## src/rtl/fetch_buffer.sv

```systemverilog
`default_nettype none
// ============================================================================
// Module   : fetch_buffer
// Purpose  : Instruction fetch stage. Issues 8-byte-aligned reads from a
//            running fetch PC, splits each 64-bit response into two 32-bit
//            instructions and queues (addr, instr) pairs for Decode.
//            A redirect flushes the queue, drops any in-flight response and
//            restarts fetch at the new PC.
// Options  : define FETCH_STALL_CNT_EN to add the stall_cycles counter port.
// Revision : 1.0 - initial release
// ============================================================================
module fetch_buffer #(
    parameter int unsigned DEPTH    = 4,
    parameter logic [63:0] RESET_PC = 64'h0
) (
    input  logic        clk,
    input  logic        reset,
    input  logic        redirect_valid,
    input  logic [63:0] redirect_pc,
    output logic        mem_req_valid,
    output logic [63:0] mem_req_addr,
    input  logic        mem_req_ready,
    input  logic        mem_resp_valid,
    input  logic [63:0] mem_resp_data,
    output logic        out_valid,
    output logic [63:0] out_addr,
    output logic [31:0] out_instr,
    input  logic        out_ready
`ifdef FETCH_STALL_CNT_EN
    ,
    output logic [31:0] stall_cycles
`endif
);

    localparam int unsigned     c_PTR_W = $clog2(DEPTH);
    localparam int unsigned     c_CNT_W = c_PTR_W + 1;
    // Two free slots are needed before a request may be issued
    localparam logic [c_CNT_W-1:0] c_ROOM = c_CNT_W'(DEPTH - 2);

    typedef enum logic [1:0] {
        S_IDLE = 2'd0,
        S_REQ  = 2'd1,
        S_WAIT = 2'd2,
        S_DROP = 2'd3
    } state_t;

    state_t               r_state;
    logic [63:0]          r_fetch_pc;
    logic [63:0]          r_req_addr;
    logic [c_PTR_W-1:0]   r_rd_ptr;
    logic [c_PTR_W-1:0]   r_wr_ptr;
    logic [c_CNT_W-1:0]   r_count;
    logic [63:0]          r_addr_mem  [DEPTH];
    logic [31:0]          r_instr_mem [DEPTH];

    logic                 w_pop;
    logic                 w_push;
    logic                 w_push_two;
    logic [c_CNT_W-1:0]   w_push_n;
    logic [c_PTR_W-1:0]   w_wr_ptr1;
    logic [63:0]          w_req_addr4;
    logic [63:0]          w_wa0;
    logic [31:0]          w_wd0;
    logic                 w_unused;

    // Redirect overrides both push and pop in its cycle
    assign w_pop       = (r_count != '0) && out_ready && !redirect_valid;
    assign w_push      = (r_state == S_WAIT) && mem_resp_valid && !redirect_valid;
    // A fetch PC in the upper half of the block only wants the upper word
    assign w_push_two  = w_push && !r_fetch_pc[2];
    assign w_push_n    = !w_push ? c_CNT_W'(0) : (w_push_two ? c_CNT_W'(2) : c_CNT_W'(1));
    assign w_wr_ptr1   = r_wr_ptr + c_PTR_W'(1);
    assign w_req_addr4 = r_req_addr + 64'd4;
    assign w_wa0       = r_fetch_pc[2] ? w_req_addr4 : r_req_addr;
    assign w_wd0       = r_fetch_pc[2] ? mem_resp_data[63:32] : mem_resp_data[31:0];

    assign mem_req_valid = (r_state == S_REQ);
    assign mem_req_addr  = r_req_addr;
    assign out_valid     = (r_count != '0);
    assign out_addr      = r_addr_mem[r_rd_ptr];
    assign out_instr     = r_instr_mem[r_rd_ptr];

    // Low PC bits are always zero inside the block
    assign w_unused = ^{redirect_pc[1:0], r_fetch_pc[1:0]};

    // Fetch control FSM: owns fetch PC, request address and state
    always_ff @(posedge clk) begin
        if (reset) begin
            r_state    <= S_IDLE;
            r_fetch_pc <= RESET_PC;
            r_req_addr <= 64'h0;
        end else if (redirect_valid) begin
            r_fetch_pc <= {redirect_pc[63:2], 2'b00};
            unique case (r_state)
                S_IDLE:  r_state <= S_IDLE;
                // A request accepted this cycle still owes us a response
                S_REQ:   r_state <= mem_req_ready  ? S_DROP : S_IDLE;
                S_WAIT:  r_state <= mem_resp_valid ? S_IDLE : S_DROP;
                // A response arriving now retires the outstanding request
                S_DROP:  r_state <= mem_resp_valid ? S_IDLE : S_DROP;
                default: r_state <= S_IDLE;
            endcase
        end else begin
            unique case (r_state)
                S_IDLE: begin
                    if (r_count <= c_ROOM) begin
                        r_req_addr <= {r_fetch_pc[63:3], 3'b000};
                        r_state    <= S_REQ;
                    end
                end
                S_REQ: begin
                    if (mem_req_ready) begin
                        r_state <= S_WAIT;
                    end
                end
                S_WAIT: begin
                    if (mem_resp_valid) begin
                        r_fetch_pc <= r_req_addr + 64'd8;
                        r_state    <= S_IDLE;
                    end
                end
                S_DROP: begin
                    if (mem_resp_valid) begin
                        r_state <= S_IDLE;
                    end
                end
                default: r_state <= S_IDLE;
            endcase
        end
    end

    // Queue pointers and occupancy; redirect flushes everything
    always_ff @(posedge clk) begin
        if (reset || redirect_valid) begin
            r_rd_ptr <= '0;
            r_wr_ptr <= '0;
            r_count  <= '0;
        end else begin
            if (w_push) begin
                r_wr_ptr <= w_push_two ? (r_wr_ptr + c_PTR_W'(2)) : w_wr_ptr1;
            end
            if (w_pop) begin
                r_rd_ptr <= r_rd_ptr + c_PTR_W'(1);
            end
            r_count <= r_count + w_push_n - c_CNT_W'(w_pop);
        end
    end

    // Queue storage: first word lands at wr_ptr, second (if any) at wr_ptr+1
    for (genvar gi = 0; gi < DEPTH; gi++) begin : g_entry
        localparam logic [c_PTR_W-1:0] c_IDX = c_PTR_W'(gi);

        // One storage slot
        always_ff @(posedge clk) begin
            if (reset) begin
                r_addr_mem[gi]  <= 64'h0;
                r_instr_mem[gi] <= 32'h0;
            end else if (w_push && (r_wr_ptr == c_IDX)) begin
                r_addr_mem[gi]  <= w_wa0;
                r_instr_mem[gi] <= w_wd0;
            end else if (w_push_two && (w_wr_ptr1 == c_IDX)) begin
                r_addr_mem[gi]  <= w_req_addr4;
                r_instr_mem[gi] <= mem_resp_data[63:32];
            end
        end
    end

`ifdef FETCH_STALL_CNT_EN
    logic [31:0] r_stall_cycles;

    // Saturating count of cycles Decode wanted an instruction and had none
    always_ff @(posedge clk) begin
        if (reset) begin
            r_stall_cycles <= 32'h0;
        end else if (out_ready && !out_valid && !redirect_valid &&
                     (r_stall_cycles != 32'hFFFF_FFFF)) begin
            r_stall_cycles <= r_stall_cycles + 32'd1;
        end
    end

    assign stall_cycles = r_stall_cycles;
`endif

endmodule
`default_nettype wire
```

## config.mk

```make
export PLATFORM = sky130hd
export DESIGN_NAME = fetch_buffer
export DESIGN_NICKNAME = d
export VERILOG_FILES = /design/src/rtl/fetch_buffer.sv
export SDC_FILE = /design/constraint.sdc
export NUM_CORES = 1
export LEC_CHECK = 0
export ABC_CLOCK_PERIOD_IN_PS = 7900
export BUFFER_PORTS_ARGS = -buffer_cell sky130_fd_sc_hd__buf_2
export CORE_ASPECT_RATIO = 0.8
export CORE_UTILIZATION = 58
export CTS_CLUSTER_DIAMETER = 200
export CTS_CLUSTER_SIZE = 10
export DETAILED_ROUTE_END_ITERATION = 10
export PLACE_DENSITY = 0.78
export SLEW_MARGIN = 20
export SYNTH_ARGS = -nofsm -noshare
export SYNTH_HDL_FRONTEND = slang
export SYNTH_SLANG_ARGS = --single-unit
export TNS_END_PERCENT = 100
```

## constraint.sdc

```tcl
create_clock -name clk -period 7.9 [get_ports clk]
set_clock_uncertainty 0.1 [all_clocks]
set_input_delay 1.58 -clock clk [delete_from_list [all_inputs] [get_ports clk]]
set_output_delay 1.58 -clock clk [all_outputs]
set_load 0.01 [all_outputs]
```

==> results.sh, run 1 <==
export IMPL_criticalPathCategory="flop to primary output"
export IMPL_routabilityCongestion=0.847
export IMPL_core_area_sq_mm=0.0394
export IMPL_fin_crit_sh_pct=62.0
export IMPL_clk_path_buf_depth=3
export IMPL_cp_required_ns=6.22
export IMPL_ctsHoldBuffers=0
export IMPL_ys_ff_latch=510
export IMPL_cts_tree="built"
export IMPL_p_sw_share_pct=22.7
export IMPL_pwr_share_clk_pct=40.6
export IMPL_drc=0
export IMPL_synth_area_top_cells="edfxtp_1 (49%), dfxtp_1 (12%), mux4_2 (9.1%)"
export IMPL_power_frac_seq_pct=53.3
export IMPL_comb_power_share_pct=6.1
export IMPL_path_max_fanout=43
export IMPL_wirelength_um=63200
export IMPL_worstSetupEndpointType="primary output"
export IMPL_netlist_area_sq_mm=0.0232
export IMPL_power_switching_mw=1.29
export IMPL_die_h_um=181
export IMPL_fillers=2778
export IMPL_place_area_sq_mm=0.0250
export IMPL_via_per_inst=6.33
export IMPL_dp_hpwl_um=37800
export IMPL_maxSlewHeadroom_pct=24.0
export IMPL_p_leak_nw=9.55
export IMPL_row_count=65
export IMPL_clk_pin_slew_worst_paths_ns=0.06
export IMPL_cts_sinks=510
export IMPL_cap_violations=0
export IMPL_ys_flop_type="edfxtp_1"
export IMPL_hold_viol=0
export IMPL_wire_per_inst_um=24.1
export IMPL_postSynthAreaPerCell_sq_um=12.6
export IMPL_worstMarginPinSlew_ns=1.14
export IMPL_seq_area_frac_synth_pct=60.3
export IMPL_setup_viol=0
export IMPL_clockRootBuffer="clkbuf_16"
export IMPL_reg2reg_slack_ns=4.01
export IMPL_reg2reg_from="r_state[1]$_SDFFE_PP0P_"
export IMPL_area_growth_pct=14.7
export IMPL_dieArea_sq_mm=0.0408
export IMPL_synth_edf_count=376
export IMPL_status="complete, no violations"
export IMPL_p_int_mw=4.40
export IMPL_grt_pass1_wl_um=96000
export IMPL_ios=296
export IMPL_ys_warn_count=0
export IMPL_p_per_area_mw_per_mm2=214
export IMPL_grt_max_degree=91
export IMPL_numCtsBuffers=56
export IMPL_setup_worst_path_end="out_instr[31]"
export IMPL_layout_nets=2187
export IMPL_first_pass_iters=5
export IMPL_ant_nets=0
export IMPL_hold_path_class="flop to flop"
export IMPL_crit_path_start_kind="flop"
export IMPL_synth_top_area_cell="edfxtp_1"
export IMPL_place_port_buffers=288
export IMPL_cts_setup_buffers=0
export IMPL_clock_latency_ns=0.59
export IMPL_antenna_found_initial=2
export IMPL_max_freq_mhz=204
export IMPL_rsz0062_at_grt="false"
export IMPL_period_needed_ns=4.89
export IMPL_synthArstFlopShare_pct=0
export IMPL_grt_pass1_vias=16300
export IMPL_drive_gt1_share_pct=24.1
export IMPL_synth_cell_types=58
export IMPL_stdcell_area_sq_mm=0.0266
export IMPL_synthCells=1839
export IMPL_timing_final_max_slew_violations=0
export IMPL_rr_worst_depth=7
export IMPL_synth_top_cell_area_share_pct=48.7
export IMPL_tns_ns=0
export IMPL_start_util_pct=58.8
export IMPL_grt_ovfl_total=0
export IMPL_drtIter0Drc=1801
export IMPL_vias=16600
export IMPL_vdd_drop_max_mv=0.156
export IMPL_crit_arrival_ns=3.21
export IMPL_htree_levels=2
export IMPL_die_w_um=225
export IMPL_timing_rr_end="r_instr_mem[2][24]$_SDFFCE_PN0P_"
export IMPL_cts_resized=0
export IMPL_grt_usage_pct=31.1
## cell type report
type                            count  area, sq um  area share [%]
Antenna cell                        3         7.51          0.0283
Clock buffer                       91         1530            5.77
Clock inverter                      2         25.0          0.0942
Inverter                           18         67.6           0.254
Multi-Input combinational cell   1142         8580            32.3
Sequential cell                   510        14000            52.6
Tap cell                          536          671            2.52
Timing Repair Buffer              316         1710            6.43
## stage by stage
step                      power, mW  util, %  hold slack (ns)  worst slack [ns]  std cells
after floorplan                3.27        -            0.327             0.698       1843
after global placement         3.41     63.3            0.332              2.88       2520
after detailed placement       3.43     63.3            0.338              2.77       2520
after CTS                      5.70     67.2            0.350              2.90       2613
after global routing           5.84     67.3            0.365              2.75       2615
final                          5.69     67.4            0.350              3.01       2618
## state kept, by name, summed over array words and instances (netlist names), named ones only
name / flops
r_fetch_pc: 62
r_wr_ptr: 2
r_rd_ptr: 2
r_state: 2
mem_req_addr: 61
r_instr_mem: 128
r_count: 3
r_addr_mem: 248
## power groups by stage
stage / sequential, mW / combinational, mW / clock, mW
after floorplan: 3.07 / 0.197 / 0
after global placement: 3.08 / 0.335 / 0
after detailed placement: 3.08 / 0.343 / 0
after CTS: 3.03 / 0.345 / 2.32
after global routing: 3.04 / 0.370 / 2.43
final: 3.03 / 0.347 / 2.31
## logic make-up (layout without fill, tap and decap cells)
| group | Yosys count | count (layout) | synth area share [%] |
|---|---|---|---|
| simple gates | 640 | 640 | 14.3 |
| flops | 510 | 510 | 60.3 |
| compound gates | 337 | 337 | 10.3 |
| buf+inv | 191 | 427 | 3.28 |
| mux | 95 | 95 | 9.18 |
| xor+xnor | 56 | 56 | 2.12 |
| fa+ha+maj | 9 | 9 | 0.518 |
| other cells | 1 | 8 | 0.0162 |
## cells in the mapped netlist (5+ instances only)
cell type / n
ha_1: 8
mux4_2: 94
a22oi_1: 24
edfxtp_1: 376
nand2_1: 188
inv_1: 18
a221oi_1: 6
and4_1: 11
xor2_1: 24
buf_1: 16
or3_1: 6
nor3_1: 46
a211oi_1: 10
a21oi_1: 106
clkbuf_1: 137
o22ai_1: 31
and3_1: 11
and2_1: 154
nand3_1: 25
or2_2: 5
buf_2: 13
nand4_1: 17
a22o_1: 128
dfxtp_1: 134
xnor2_1: 32
buf_4: 5
nor4_1: 10
nor2_1: 95
o21ai_0: 10
nor2b_1: 53
## routing by layer
layer  wire, um  GRT usage [%]  part of all wire, %
met3       6270           5.87                  9.9
met4       1860           10.4                  2.9
met5          0              0                    0
met2      29800           49.8                   47
met1      25300           42.8                   40
## worst max-delay path, cell delays in order, from the launching register on
cell     delay, ns
dfxtp_4       0.94
buf_4         0.86
mux4_2        0.61
buf_2         0.18
## placed cells by master, fill, tap and decap left out, drive strengths merged, types with 4 or more instances in the layout
cell and count:
nor2b 53, xnor2 32, a211oi 10, a21oi 106, and3 11, xor2 24
buf 316, and4 11, edfxtp 376, nand4 18, nor2 95, inv 19
or3 6, o22ai 31, nand2 188, nor3 46, nand3 26, o21ai 11
or2 5, and2 154, ha 8, dfxtp 134, a31oi 4, a22oi 24
o21a 4, a221oi 6, nor4 13, or4 6, a22o 128, mux4 94
conb 5, clkbuf 91
## how the worst min path moves through the flow
stage | from | end | cells past startpoint
6_report | r_fetch_pc[34]$_SDFFE_PP0P_ | mem_req_addr[34]$_SDFFE_PP0P_ | 2
5_1_grt | r_fetch_pc[7]$_SDFFE_PP0P_ | mem_req_addr[7]$_SDFFE_PP0P_ | 2
4_1_cts | r_fetch_pc[21]$_SDFFE_PP0P_ | mem_req_addr[21]$_SDFFE_PP0P_ | 2
3_5_place_dp | r_fetch_pc[21]$_SDFFE_PP0P_ | mem_req_addr[21]$_SDFFE_PP0P_ | 2
3_3_place_gp | r_fetch_pc[25]$_SDFFE_PP0P_ | mem_req_addr[25]$_SDFFE_PP0P_ | 2
2_1_floorplan | r_fetch_pc[29]$_SDFFE_PP0P_ | mem_req_addr[29]$_SDFFE_PP0P_ | 2
No activity file was read; power rests on OpenSTA's default activity.
==> inputs of run 2 (changes only) <==
--- a/config.mk
+++ b/config.mk
@@ -5,7 +5,7 @@
 export SDC_FILE = /design/constraint.sdc
 export NUM_CORES = 1
 export LEC_CHECK = 0
-export ABC_CLOCK_PERIOD_IN_PS = 7900
+export ABC_CLOCK_PERIOD_IN_PS = 4700
 export BUFFER_PORTS_ARGS = -buffer_cell sky130_fd_sc_hd__buf_2
 export CORE_ASPECT_RATIO = 0.8
 export CORE_UTILIZATION = 58
==> constraint.sdc (replaced) <==
create_clock -name clk -period 4.7 [get_ports clk]
set_clock_uncertainty 0.1 [all_clocks]
set_input_delay 0.94 -clock clk [delete_from_list [all_inputs] [get_ports clk]]
set_output_delay 0.94 -clock clk [all_outputs]
set_load 0.01 [all_outputs]
==> results.sh, run 2 (same netlist as run 1, synthesis figures left out) <==
export IMPL_status="complete, no violations"
export IMPL_period_needed_ns=3.68
export IMPL_cp_required_ns=3.66
export IMPL_die_h_um=181
export IMPL_hold_path_depth=2
export IMPL_cp_buffers_inverters=2
export IMPL_numCtsBuffers=56
export IMPL_critical_path_max_stage_delay_ns=0.72
export IMPL_routabilityCongestion=0.850
export IMPL_grt_use_met1_pct=44.8
export IMPL_cp_slowest_cell="dfxtp_4"
export IMPL_reg2reg_from="mem_req_addr[5]$_SDFFE_PP0P_"
export IMPL_largest_register="r_addr_mem"
export IMPL_critPathTopFamily="flip-flops"
export IMPL_via_per_inst=6.39
export IMPL_hold_slack_ns=0.351
export IMPL_setup_viol=0
export IMPL_grt_use_met2_pct=49.2
export IMPL_hold_path_class="flop to flop"
export IMPL_clockRootBuffer="clkbuf_16"
export IMPL_crit_chain="buf_4 -> mux4_2 -> buf_2"
export IMPL_drtIter0Drc=2146
export IMPL_pwr_share_clk_pct=40.6
export IMPL_final_cell_mix="edfxtp_1 (376), buf_2 (286), nand2_1 (186)"
export IMPL_vias=16700
export IMPL_dp_hpwl_um=38500
export IMPL_path_max_fanout=25
export IMPL_ios=296
export IMPL_cp_num_cells=3
export IMPL_rsz0062_at_grt="false"
export IMPL_cap_violations=0
export IMPL_place_area_sq_mm=0.0250
export IMPL_max_freq_mhz=272
export IMPL_largest_register_ffs=248
export IMPL_p_leak_nw=9.58
export IMPL_clk_path_buf_depth=3
export IMPL_cts_resized=0
export IMPL_core_area_sq_mm=0.0394
export IMPL_p_sw_share_pct=22.8
export IMPL_first_pass_iters=5
export IMPL_antenna_found_initial=2
export IMPL_drc=0
export IMPL_criticalPathCategory="flop to primary output"
export IMPL_grt_pass1_vias=16300
export IMPL_die_w_um=225
export IMPL_hold_path_startpoint="r_fetch_pc[15]$_SDFFE_PP0P_"
export IMPL_p_int_mw=7.40
export IMPL_maxSlewHeadroom_pct=21.9
export IMPL_power_switching_mw=2.18
export IMPL_crit_path_start_kind="flop"
export IMPL_power_frac_seq_pct=53.2
export IMPL_row_count=65
export IMPL_area_growth_pct=14.8
export IMPL_grt_max_degree=87
export IMPL_place_port_buffers=288
export IMPL_grt_ovfl_total=0
export IMPL_grtUsageMet3_pct=5.66
export IMPL_clock_latency_ns=0.59
export IMPL_wirelength_um=64100
export IMPL_utilization_pct=67.5
export IMPL_cts_setup_buffers=0
export IMPL_start_util_pct=58.8
export IMPL_layout_nets=2192
export IMPL_dieArea_sq_mm=0.0408
export IMPL_fin_crit_sh_pct=78.3
export IMPL_cts_sinks=510
export IMPL_crit_arrival_ns=2.64
export IMPL_worstMarginPinSlew_ns=1.17
export IMPL_p_per_area_mw_per_mm2=360
export IMPL_timing_final_max_slew_violations=0
export IMPL_biggestRegsByFlops="r_addr_mem: 248 flops, r_instr_mem: 128 flops, r_fetch_pc: 62 flops"
export IMPL_clk_pin_slew_worst_paths_ns=0.06
export IMPL_ant_nets=0
export IMPL_stdcell_area_sq_mm=0.0266
export IMPL_rr_worst_depth=6
export IMPL_top_usage_layer="met2"
export IMPL_min_to="mem_req_addr[15]$_SDFFE_PP0P_"
export IMPL_grt_pass1_wl_um=96700
export IMPL_worstSetupEndpointType="primary output"
export IMPL_vdd_drop_max_mv=0.336
export IMPL_cts_tree="built"
export IMPL_htree_levels=2
export IMPL_grt_usage_pct=31.4
export IMPL_comb_power_share_pct=6.2
export IMPL_wire_per_inst_um=24.5
export IMPL_power_mw=9.58
export IMPL_ctsHoldBuffers=0
export IMPL_drive_gt1_share_pct=24.3
export IMPL_layout_commonest_cell="edfxtp_1"
export IMPL_reg2reg_slack_ns=1.48
export IMPL_hold_viol=0
export IMPL_timing_rr_end="r_fetch_pc[50]$_SDFFE_PP0P_"
==> run 2: changes by cell type in the layout (fill, tap and decap cells not counted), sizes merged <==
cell    before  now
buf        316  321
clkbuf      91   90
diode        3    2
==> run 2: power by group through the flow <==
stage | combinational (mW) | sequential (mW) | clock (mW)
finish | 0.591 | 5.10 | 3.89
global route | 0.628 | 5.11 | 4.10
CTS | 0.586 | 5.09 | 3.92
detailed placement | 0.582 | 5.19 | 0
global placement | 0.568 | 5.17 | 0
floorplan | 0.332 | 5.16 | 0
==> run 2: cell type report <==
cell class	count	area, sq um
clock buffer	90	1530
timing repair buffer	321	1760
clock inverter	2	25.0
inverter	18	67.6
fill	2794	12800
antenna	2	5.00
sequential	510	14000
multi-input combinational	1142	8570
tap	536	671
==> run 2: worst reg2reg max path: cells and delay by family, from the launching register on <==
| kind | cells | cell delay [ns] |
|---|---|---|
| AOI/OAI and AO/OA | 1 | 0.10 |
| xor gates and xnor gates | 1 | 0.18 |
| DFF | 1 | 0.57 |
| and+or+nand+nor | 4 | 2.10 |
==> run 2: metrics by stage <==
| step | TNS (ns) | setup WS, ns | std cells |
|---|---|---|---|
| after floorplan | -525.06 | -1.86 | 1843 |
| after global placement | 0 | 1.10 | 2527 |
| after detailed placement | 0 | 1.03 | 2527 |
| after CTS | 0 | 0.951 | 2619 |
| after global routing | 0 | 0.860 | 2619 |
| final | 0 | 1.02 | 2621 |
==> run 2: worst max path at each step <==
stage                        start                          endpoint  slack [ns]
detailed placement  mem_resp_valid   r_instr_mem[2][4]$_SDFFCE_PN0P_        1.03
global placement    mem_resp_valid  r_instr_mem[2][26]$_SDFFCE_PN0P_        1.10
floorplan           redirect_valid       r_addr_mem[0][10]$_DFFE_PP_       -1.86
finish                        flop                     out_instr[21]        1.02
global route                  flop                     out_instr[21]        0.86
CTS                           flop                     out_instr[21]        0.95
==> run 2: routing by layer <==
layer / vias up / share of wire [%]
met5: - / 0.020
met2: 1003 / 46
met4: 2 / 2.9
met3: 139 / 11
li1: 7248 / -
met1: 8347 / 40
==> inputs of run 3 (changes only) <==
--- a/config.mk
+++ b/config.mk
@@ -5,14 +5,15 @@
 export SDC_FILE = /design/constraint.sdc
 export NUM_CORES = 1
 export LEC_CHECK = 0
-export ABC_CLOCK_PERIOD_IN_PS = 4700
+export ABC_AREA = 1
+export ABC_CLOCK_PERIOD_IN_PS = 3300
 export BUFFER_PORTS_ARGS = -buffer_cell sky130_fd_sc_hd__buf_2
 export CORE_ASPECT_RATIO = 0.8
-export CORE_UTILIZATION = 58
+export CORE_UTILIZATION = 53
 export CTS_CLUSTER_DIAMETER = 200
 export CTS_CLUSTER_SIZE = 10
 export DETAILED_ROUTE_END_ITERATION = 10
-export PLACE_DENSITY = 0.78
+export PLACE_DENSITY = 0.75
 export SLEW_MARGIN = 20
 export SYNTH_ARGS = -nofsm -noshare
 export SYNTH_HDL_FRONTEND = slang
==> constraint.sdc (replaced) <==
create_clock -name clk -period 3.3 [get_ports clk]
set_clock_uncertainty 0.1 [all_clocks]
set_input_delay 0.66 -clock clk [delete_from_list [all_inputs] [get_ports clk]]
set_output_delay 0.66 -clock clk [all_outputs]
set_load 0.01 [all_outputs]
==> results.sh, run 3 <==
export IMPL_status="complete, no violations"
export IMPL_cts_tree="built"
export IMPL_place_area_sq_mm=0.0257
export IMPL_hold_path_depth=3
export IMPL_synth_edf_count=376
export IMPL_grt_pass1_wl_um=110000
export IMPL_power_mw=14.2
export IMPL_worstMarginPinSlew_ns=0.972
export IMPL_layout_commonest_cell="nor2_1"
export IMPL_timing_final_max_slew_violations=0
export IMPL_core_area_sq_mm=0.0436
export IMPL_clk_path_buf_depth=3
export IMPL_crit_chain="buf_4 -> o21ai_0 -> o22ai_1 -> buf_2"
export IMPL_drive_gt1_share_pct=14.9
export IMPL_place_inst=3383
export IMPL_vdd_drop_max_mv=0.390
export IMPL_biggestRegsByFlops="r_addr_mem: 248 flops, r_instr_mem: 128 flops, r_fetch_pc: 62 flops"
export IMPL_synth_cell_types=37
export IMPL_ys_flop_type="edfxtp_1"
export IMPL_reg2reg_from="mem_req_addr[3]$_SDFFE_PP0P_"
export IMPL_area_growth_pct=15.7
export IMPL_synth_common_cells="nor2_1 (591), edfxtp_1 (376), o21ai_0 (374)"
export IMPL_die_w_um=238
export IMPL_critical_path_max_stage_delay_ns=0.73
export IMPL_synth_most_common_cell="nor2_1"
export IMPL_grt_use_met2_pct=49.0
export IMPL_crit_path_start_kind="flop"
export IMPL_cts_resized=0
export IMPL_min_to="r_fetch_pc[2]$_SDFFE_PP0P_"
export IMPL_synthCells=2614
export IMPL_clock_latency_ns=0.62
export IMPL_dieArea_sq_mm=0.0454
export IMPL_layout_nets=2989
export IMPL_first_pass_iters=5
export IMPL_synth_xor_xnor_area_share_pct=1.00
export IMPL_cts_setup_buffers=0
export IMPL_row_count=68
export IMPL_instances_no_fill=3474
export IMPL_place_port_buffers=288
export IMPL_cp_required_ns=2.54
export IMPL_ys_ff_latch=510
export IMPL_die_h_um=191
export IMPL_max_freq_mhz=313
export IMPL_cp_slowest_cell="dfxtp_2"
export IMPL_numCtsBuffers=56
export IMPL_grt_use_met1_pct=44.6
export IMPL_finalWorstSetupSlack_ns=0.101
export IMPL_path_max_fanout=27
export IMPL_synthArstFlopShare_pct=0
export IMPL_via_per_inst=5.94
export IMPL_largest_register_ffs=248
export IMPL_ant_nets=0
export IMPL_tns_ns=0
export IMPL_cp_buffers_inverters=2
export IMPL_routabilityCongestion=0.956
export IMPL_grt_ovfl_total=0
export IMPL_grt_pass1_vias=19200
export IMPL_fin_crit_sh_pct=96.9
export IMPL_synth_top_area_cell="edfxtp_1"
export IMPL_htree_levels=2
export IMPL_synth_compound_area_share_pct=16.9
export IMPL_synth_simple_area_share_pct=16.6
export IMPL_drc=0
export IMPL_p_leak_nw=10.4
export IMPL_netlist_area_sq_mm=0.0236
export IMPL_worstSetupEndpointType="primary output"
export IMPL_hold_viol=0
export IMPL_postSynthAreaPerCell_sq_um=9.03
export IMPL_crit_arrival_ns=2.44
export IMPL_wire_per_inst_um=21.2
export IMPL_synth_top_family_by_area="compound AO/OA/AOI/OAI gates"
export IMPL_top_usage_layer="met2"
export IMPL_grtUsageMet3_pct=6.20
export IMPL_dp_hpwl_um=46800
export IMPL_register_area_sq_mm=0.0140
export IMPL_ios=296
export IMPL_seq_area_frac_synth_pct=59.2
export IMPL_clockRootBuffer="clkbuf_16"
export IMPL_multi_input_area_sq_mm=0.00834
export IMPL_clk_pin_slew_worst_paths_ns=0.06
export IMPL_grt_max_degree=99
export IMPL_timing_rr_end="r_fetch_pc[38]$_SDFFE_PP0P_"
export IMPL_synthAdderAreaFrac_pct=0.509
export IMPL_stdcell_area_sq_mm=0.0273
export IMPL_hold_path_class="primary input to flop"
export IMPL_wirelength_um=73600
export IMPL_setup_viol=0
export IMPL_fillers=3657
export IMPL_rsz0062_at_grt="false"
export IMPL_yosys_mux_area_fraction_pct=0
export IMPL_drtIter0Drc=2580
export IMPL_p_per_area_mw_per_mm2=519
export IMPL_hold_slack_ns=0.216
export IMPL_cap_violations=0
export IMPL_utilization_pct=62.7
export IMPL_pre_cts_ws_ns=0.301
export IMPL_period_needed_ns=3.20
export IMPL_ys_warn_count=0
export IMPL_final_cell_mix="nor2_1 (590), edfxtp_1 (376), o21ai_0 (374)"
export IMPL_ctsHoldBuffers=0
export IMPL_synth_top_cell_area_share_pct=47.8
export IMPL_rr_worst_depth=8
export IMPL_largest_register="r_addr_mem"
export IMPL_reg2reg_slack_ns=0.66
export IMPL_cts_sinks=510
export IMPL_synth_area_top_cells="edfxtp_1 (48%), dfxtp_1 (11%), nor2_1 (9.4%)"
export IMPL_critPathTopFamily="flip-flops"
export IMPL_maxSlewHeadroom_pct=35.2
export IMPL_criticalPathCategory="flop to primary output"
export IMPL_vias=20600
export IMPL_grt_usage_pct=31.8
export IMPL_start_util_pct=54.2
export IMPL_antenna_found_initial=4
export IMPL_hold_path_startpoint="redirect_pc[2]"
-- run 3: cell types whose count changed after synthesis, moves of 134 or more --
cell	before	now
and2_1	154	1
inv_1	18	162
o22ai_1	31	190
nand2_1	188	322
nor2_1	95	591
o21ai_0	10	374
-- run 3: worst max-delay path by stage --
stage | start | cells past startpoint | end | slack (ns)
3_5_place_dp | mem_resp_valid | 10 | r_addr_mem[2][17]$_SDFFCE_PN0P_ | 0.30
2_1_floorplan | mem_resp_valid | 7 | r_addr_mem[3][10]$_DFFE_PP_ | 0.1
4_1_cts | flop | 4 | out_instr[22] | 0.14
3_3_place_gp | mem_resp_valid | 10 | r_addr_mem[2][50]$_SDFFCE_PN0P_ | 0.34
5_1_grt | flop | 5 | out_addr[20] | 0.05
6_report | flop | 4 | out_instr[22] | 0.10
-- run 3: layout make-up --
class                           instances  share of cell area [%]
Tap cell                              595                    2.73
Clock buffer                           86                    5.70
Antenna cell                            4                  0.0367
Inverter                              170                    2.35
Sequential cell                       510                    51.2
Multi-Input combinational cell       1767                    30.6
Clock inverter                          1                  0.0596
Timing Repair Buffer                  341                    7.38
-- run 3: cell families (layout without fill, tap and decap cells) --
logic type,Yosys count,in the layout
adder cells (fa/ha/maj),9,9
AND/OR/NAND/NOR,999,999
AO/OA/AOI/OAI,727,727
buffers and inverters,341,598
flip-flops,510,510
other,1,9
XOR/XNOR,27,27
-- run 3: power breakdown --
| group | switching [mW] | leakage (nW) | internal (mW) |
|---|---|---|---|
| clock network | 2.41 | 0.755 | 3.19 |
| registers | 0.206 | 4.99 | 7.15 |
| logic | 0.844 | 4.64 | 0.360 |
-- run 3: worst reg2reg max path, delay by kind of cell, from the launching register on --
kind | cells | cell delay (ns)
flops | 1 | 0.44
buf+inv | 1 | 0.17
simple gates | 5 | 1.51
compound gates | 2 | 0.33
-- run 3: layer usage --
layer  share of wire (%)  vias up
met2                  46     1154
met5               0.046        -
met1                  40     9816
met3                  11      165
li1                    -     9505
met4                 3.1        4
